--- src/rtl/ram256_wb_ctrl.sv ---
// ram256_wb_ctrl: Wishbone classic slave sequencing single-port RAM256 accesses with registered read data
module ram256_wb_ctrl #(
  parameter int          WSIZE    = 4,
  parameter int          AW       = 8,
  parameter logic [31:0] BASE_ADR = 32'h0000_0000,
  parameter int          READ_LAT = 1
) (
  input  logic               CLK,
  input  logic               RST,
  input  logic               wb_cyc_i,
  input  logic               wb_stb_i,
  input  logic               wb_we_i,
  input  logic [WSIZE-1:0]   wb_sel_i,
  input  logic [31:0]        wb_adr_i,
  input  logic [WSIZE*8-1:0] wb_dat_i,
  output logic               wb_ack_o,
  output logic [WSIZE*8-1:0] wb_dat_o,
  output logic               EN0,
  output logic [WSIZE-1:0]   WE0,
  output logic [AW-1:0]      A0,
  output logic [WSIZE*8-1:0] Di0,
  input  logic [WSIZE*8-1:0] Do0
);
  typedef enum logic [1:0] {IDLE, ACCESS, RDWAIT, ACK} state_t;
  localparam logic [1:0] CNT_INIT = 2'(READ_LAT - 1);
  state_t state, state_n;
  logic [1:0] cnt, cnt_n;
  logic rd, rd_n, en_n, req, hit;
  logic [WSIZE-1:0] we_n;
  logic [AW-1:0] a_n;
  logic [WSIZE*8-1:0] di_n, dat_n;
  logic unused_ok;
  assign unused_ok = &{1'b0, wb_adr_i[1:0]};
  assign req = wb_cyc_i & wb_stb_i;
  assign hit = wb_adr_i[31:AW+2] == BASE_ADR[31:AW+2];
  assign wb_ack_o = state == ACK;
  always_comb begin
    state_n = state;
    cnt_n = cnt;
    rd_n = rd;
    en_n = 1'b0;
    we_n = '0;
    a_n = A0;
    di_n = Di0;
    dat_n = wb_dat_o;
    case (state)
      IDLE: if (req) begin
        rd_n = !wb_we_i;
        if (hit) begin
          en_n = 1'b1;
          we_n = wb_we_i ? wb_sel_i : '0;
          a_n = wb_adr_i[AW+1:2];
          di_n = wb_dat_i;
          state_n = ACCESS;
        end else begin
          dat_n = wb_we_i ? wb_dat_o : '0;
          state_n = ACK;
        end
      end
      ACCESS: begin
        cnt_n = CNT_INIT;
        if (!wb_cyc_i) state_n = IDLE;
        else if (rd) state_n = RDWAIT;
        else state_n = ACK;
      end
      RDWAIT: begin
        // a dropped cycle abandons the wait; the RAM finishes on its own
        if (!wb_cyc_i) state_n = IDLE;
        else if (cnt != 2'd0) cnt_n = cnt - 2'd1;
        else begin
          dat_n = Do0;
          state_n = ACK;
        end
      end
      default: state_n = IDLE;
    endcase
  end
  always_ff @(posedge CLK) begin
    if (RST) begin
      state <= IDLE;
      cnt <= '0;
      rd <= 1'b0;
      EN0 <= 1'b0;
      WE0 <= '0;
      A0 <= '0;
      Di0 <= '0;
      wb_dat_o <= '0;
    end else begin
      state <= state_n;
      cnt <= cnt_n;
      rd <= rd_n;
      EN0 <= en_n;
      WE0 <= we_n;
      A0 <= a_n;
      Di0 <= di_n;
      wb_dat_o <= dat_n;
    end
  end
endmodule

--- config.mk ---
export PLATFORM = sky130hd
export DESIGN_NAME = ram256_wb_ctrl
export DESIGN_NICKNAME = d
export VERILOG_FILES = /design/src/rtl/ram256_wb_ctrl.sv
export SDC_FILE = /design/constraint.sdc
export NUM_CORES = 1
export LEC_CHECK = 0
export BUFFER_PORTS_ARGS = -buffer_cell sky130_fd_sc_hd__buf_2
export CORE_UTILIZATION = 42
export CTS_BUF_LIST = sky130_fd_sc_hd__clkbuf_8
export CTS_CLUSTER_DIAMETER = 100
export DETAILED_ROUTE_END_ITERATION = 10
export PLACE_DENSITY = 0.82
export SLEW_MARGIN = 10
export SYNTH_ARGS = -nofsm -noshare
export SYNTH_HDL_FRONTEND = slang
export SYNTH_SLANG_ARGS = --single-unit
--- constraint.sdc ---
create_clock -name CLK -period 1.5 [get_ports CLK]
set_input_delay 0.075 -clock CLK [delete_from_list [all_inputs] [get_ports CLK]]
set_output_delay 0.075 -clock CLK [all_outputs]
set_load 0.05 [all_outputs]
==> results_dict.tcl, run 1 <==
set metrics [dict create \
    setup_viol 76 \
    area_growth_pct 70.34 \
    synth_nets 496 \
    synth_top_family_by_area "simple AND/OR/NAND/NOR gates" \
    final_cell_mix "buf_2, dfxtp_1, dlygate4sd3_1" \
    maxCapViolCount 0 \
    cpMaxStageDelayCell "dfxtp_2" \
    violations "negative setup slack" \
    die_h_um 92.08 \
    gp_congestion 0.7997 \
    grt_usage 0.2795 \
    drc 0 \
    wire_per_inst_um 16.26 \
    io_pins 183 \
    yosysSeqAreaShare 0.4816 \
    power_density_nw_per_um2 771.4 \
    clock_latency_ns 0.34 \
    hold_ws_ns 0.03574 \
    avgSynthCellArea_um2 8.739 \
    drtAntennaViolNets 0 \
    core_area_um2 7807 \
    worst_pin_slew_ns 0.4306 \
    grt_pass1_wl_um 18530 \
    synth_warnings 0 \
    synth_top_cell_by_area "dfxtp_1" \
    fin_skew_ns 0.01238 \
    die_x_um 92.08 \
    worstSetupStartpointType "flip-flop" \
    synth-simple-area-share 0.2335 \
    worst-r2r-setup-slack_ns -0.17 \
    period_share 1.114 \
    synthTopCellsByArea "dfxtp_1, nand4_1, o21ai_2" \
    finalWirelength_um 12410 \
    clock.fmax_ghz 0.5986 \
    crit_family "simple AND/OR/NAND/NOR gates" \
    slew_headroom 0.7103 \
    synthDistinctLibCells 28 \
    regArea_um2 1643 \
    portBuffers 180 \
    synth_mux_area_frac 0 \
    clk_path_buf_depth 2 \
    via_count 4016 \
    yosysTopAreaCellShare 0.4816 \
    drive_gt1_frac 0.4569 \
    fin_ws_ns -0.1706 \
    root_buffer "clkbuf_8" \
    clkTransAtPathRegs_ns 0.08 \
    cp-end-kind "flip-flop" \
    hpwlAfterDp_um 6735 \
    peakVddDrop_mv 0.4526 \
    htreeDepth 3 \
    antenna_found_initial 0 \
    viasPerCell 5.263 \
    ys_ff_latch 82 \
    setup_tns_ns -7.243 \
    fillerInstances 533 \
    finalCriticalPeriod_ns 1.671 \
    synthAdderAreaFrac 0.003671 \
    slowest_delay_ns 0.33 \
    syn_inst 390 \
    grt_overflow 0 \
    drt_iter0_markers 144 \
    syn_area_um2 3408 \
    synth_xor_xnor_area_share 0 \
    required_ns 1.72 \
    place_area_um2 4509 \
    cts_buffers 9 \
    utilization 0.7436 \
    fin_nets 762 \
    path_max_fanout 7 \
    cts_tree "yes" \
    first_pass_iters 4 \
    path_cells "buf_6 > and4bb_2 > nand4_1 > buf_4 > buf_8 > o21ai_1 > a21oi_1" \
    hp-class "input port to flip-flop" \
    finalHoldViolations 0 \
    grt_max_degree 81 \
    grt_pass1_vias 3870 \
    crit_arrival_ns 1.89 \
    p_leak_nw 2.554 \
    multi_input_area_um2 1705 \
    diodes 0 \
    pre_cts_slack_ns -0.1116 \
    postLayoutCellArea_um2 5806 \
    rsz0062_at_grt "true" \
    initial_core_util 0.4365 \
    cp.buffers_inverters 3 \
    final_common_cell "buf_2" \
    die-area_um2 8479 \
    cts_sinks 82 \
    synth-compound-area-share 0.2221 \
    outcome "finished with violations" \
    slew_viol_final 0 \
    worstSetupPathType "flip-flop to flip-flop" \
    rows 32 \
]
[synthesized netlist by cell type]
cell type,instances
a21oi_1,43
nor4_1,5
a211o_1,1
nor3_1,3
a31oi_1,1
and2_1,1
ha_1,1
o21ai_2,30
and4b_1,4
a211oi_1,1
inv_1,4
dfxtp_1,82
or3b_1,1
o21ai_1,44
clkbuf_1,25
and4bb_1,1
nor2_1,9
buf_2,11
and3_1,2
nand2_1,33
nand4_1,42
and4_1,1
buf_6,3
o211ai_1,2
nand2b_1,36
nor3b_1,2
buf_1,1
a31oi_4,1
[registers in the layout, summed over array words and instances (netlist names)]
name and count:
WE0 4, Di0 32, A0 8, rd 1, cnt 2, wb_dat_o 32
state 2, EN0 1
[timing repair]
action                     in CTS  in global routing
hold endpoints to repair       73                  1
pin swaps                       1                  8
hold buffers                   73                  1
resized for setup               8                 46
buffers inserted                4                  6
setup endpoints to repair      77                 78
cloned                          2                  2
[path summary, 6_finish.rpt]
| check | cells after the start | end | start |
|---|---|---|---|
| max | 7 | Di0[25] | state[1] |
| min | 2 | WE0[0] | wb_sel_i[0] |
| max reg2reg | 7 | Di0[25] | state[1] |
| min reg2reg | 2 | Di0[28] | Di0[28] |
[metrics by stage]
stage | power [mW] | std cells
global placement | 2.711 | 659
global route | 4.662 | 763
finish | 4.478 | 763
floorplan | 2.508 | 390
CTS | 4.458 | 754
detailed placement | 2.720 | 659
[final cells by class]
class                           count  share of cell area
Timing Repair Buffer              295              0.3649
Inverter                            4            0.002586
Clock inverter                      6             0.01013
Tap cell                          102             0.02198
Multi-Input combinational cell    264              0.2938
Sequential cell                    82              0.2830
Clock buffer                       10             0.02371
[kinds of logic after synthesis]
group                      after synthesis
adders and majority gates                1
DFF                                     82
and+or+nand+nor                        140
buffers and inverters                   44
AOI/OAI and AO/OA                      123
[where the power goes]
group	switching (mW)	internal, mW	leakage [nW]
Combinational	0.322	0.357	1.79
Sequential	0.0155	2.20	0.662
Clock	0.777	0.804	0.105
Total	1.11	3.36	2.55
[layer usage]
metal | vias up | routed length (um) | global-route usage
met1 | 1858 | 4790 | 0.3067
met2 | 207 | 6364 | 0.5230
li1 | 1927 | - | -
met5 | - | 0 | 0
met3 | 24 | 983 | 0.07297
met4 | 0 | 267 | 0.08203
(Power assumes the default switching activity.)
==> inputs of run 2 (changes only) <==
Settings changed: MAX_ROUTING_LAYER from default to met4.
==> results_dict.tcl, run 2 (synthesis results as in run 1) <==
set metrics [dict create \
    utilization 0.7436 \
    final_cell_mix "buf_2, dfxtp_1, dlygate4sd3_1" \
    rsz0062_at_grt "true" \
    reg2reg_from "state[1]" \
    cts_sinks 82 \
    path_max_fanout 7 \
    root_buffer "clkbuf_8" \
    cp-end-kind "flip-flop" \
    crit_arrival_ns 1.89 \
    hp-class "input port to flip-flop" \
    pre_cts_slack_ns -0.1116 \
    gp_congestion 0.8113 \
    initial_core_util 0.4365 \
    rr_endpoint "Di0[25]" \
    finalHoldViolations 0 \
    p_sw_frac 0.2491 \
    drt_iter0_markers 192 \
    min-delay-start "wb_sel_i[0]" \
    fin_ws_ns -0.1656 \
    drtAntennaViolNets 0 \
    cts_tree "yes" \
    fin_nets 762 \
    htreeDepth 3 \
    hold_ws_ns 0.03395 \
    first_pass_iters 4 \
    postLayoutCellArea_um2 5806 \
    violations "negative setup slack" \
    clkTransAtPathRegs_ns 0.08 \
    clk_path_buf_depth 2 \
    dp_cells 659 \
    die_h_um 92.08 \
    required_ns 1.72 \
    finalWirelength_um 12380 \
    grt_usage 0.2874 \
    drc 0 \
    cell_internal_pwr_mw 3.364 \
    period_share 1.110 \
    grt_max_degree 81 \
    whs_path_depth 2 \
    peakVddDrop_mv 0.4559 \
    setup_tns_ns -7.130 \
    wire_per_inst_um 16.23 \
    p_sw_mw 1.116 \
    reg_top3 "Di0 x32, wb_dat_o x32, A0 x8" \
    p_leak_nw 2.553 \
    clock_latency_ns 0.34 \
    worst-r2r-setup-slack_ns -0.17 \
    finalCriticalPeriod_ns 1.666 \
    cts_buffers 9 \
    drive_gt1_frac 0.4569 \
    clock.fmax_ghz 0.6004 \
    viasPerCell 5.287 \
    worstSetupPathType "flip-flop to flip-flop" \
    die-area_um2 8479 \
    antenna_found_initial 0 \
    final_common_cell "buf_2" \
    fin_cells 763 \
    power.total_mw 4.479 \
    pwr-share-clk 0.353 \
    setup_viol 76 \
    fin_skew_ns 0.01361 \
    outcome "finished with violations" \
    pwr-share-seq 0.495 \
    io_pins 183 \
    core_area_um2 7807 \
    worst_pin_slew_ns 0.4391 \
    diodes 0 \
    via_count 4034 \
    rows 32 \
    place_area_um2 4509 \
    grt_overflow 0 \
    worstSetupStartpointType "flip-flop" \
    area_growth_pct 70.34 \
    crit_start "state[1]" \
    grt_pass1_wl_um 18550 \
    maxCapViolCount 0 \
    grt_pass1_vias 3871 \
    slew_headroom 0.7046 \
    die_x_um 92.08 \
    comb_power_share 0.152 \
    worstRegToRegCells 7 \
    power_density_nw_per_um2 771.6 \
    hpwlAfterDp_um 6735 \
    slew_viol_final 0 \
    holdPathEnd "WE0[0]" \
    portBuffers 180 \
]
-- run 2: how the worst max path moves through the flow --
stage,slack (ns),end,depth (start not counted)
finish,-0.17,Di0[25],7
global route,-0.25,Di0[25],7
CTS,-0.13,wb_dat_o[31],6
detailed placement,-0.11,Di0[4],5
global placement,-0.08,wb_dat_o[12],5
floorplan,0.001,wb_dat_o[0],5
-- run 2: final cells by class --
class | count | area (um2)
clock buffers | 10 | 137.6
clock inverters | 6 | 58.81
fillers | 533 | 2002
inverters | 4 | 15.01
multi-input cells | 264 | 1705
flip-flops and latches | 82 | 1643
well taps | 102 | 127.6
repair buffers | 295 | 2118
-- run 2: what timing repair did --
item	CTS	global route
hold endpoints to repair	73	1
gates cloned	2	2
pin swaps	1	8
endpoints found under the setup margin	77	78
hold buffers	73	1
buffers inserted	4	6
gates resized for setup	8	46
-- run 2: worst max-delay path: stages (launching register included) --
cell and delay [ns]:
dfxtp_2 0.33, buf_6 0.12, and4bb_2 0.33, nand4_1 0.16
buf_4 0.21, buf_8 0.14, o21ai_1 0.17, a21oi_1 0.09
-- run 2: power by group through the flow --
| stage | clock network [mW] | registers, mW | logic [mW] |
|---|---|---|---|
| final | 1.58 | 2.22 | 0.679 |
| after global routing | 1.71 | 2.22 | 0.719 |
| after CTS | 1.62 | 2.22 | 0.619 |
| after detailed placement | 0 | 2.27 | 0.451 |
| after global placement | 0 | 2.27 | 0.443 |
| after floorplan | 0 | 2.35 | 0.161 |
-- run 2: routing by layer --
| layer | up-vias | global-route usage | share of wire |
|---|---|---|---|
| met5 | - | - | 0 |
| met4 | 0 | 0.1029 | 0.028 |
| met3 | 35 | 0.05141 | 0.076 |
| met2 | 229 | 0.5230 | 0.51 |
| met1 | 1841 | 0.3119 | 0.38 |
| li1 | 1929 | - | - |
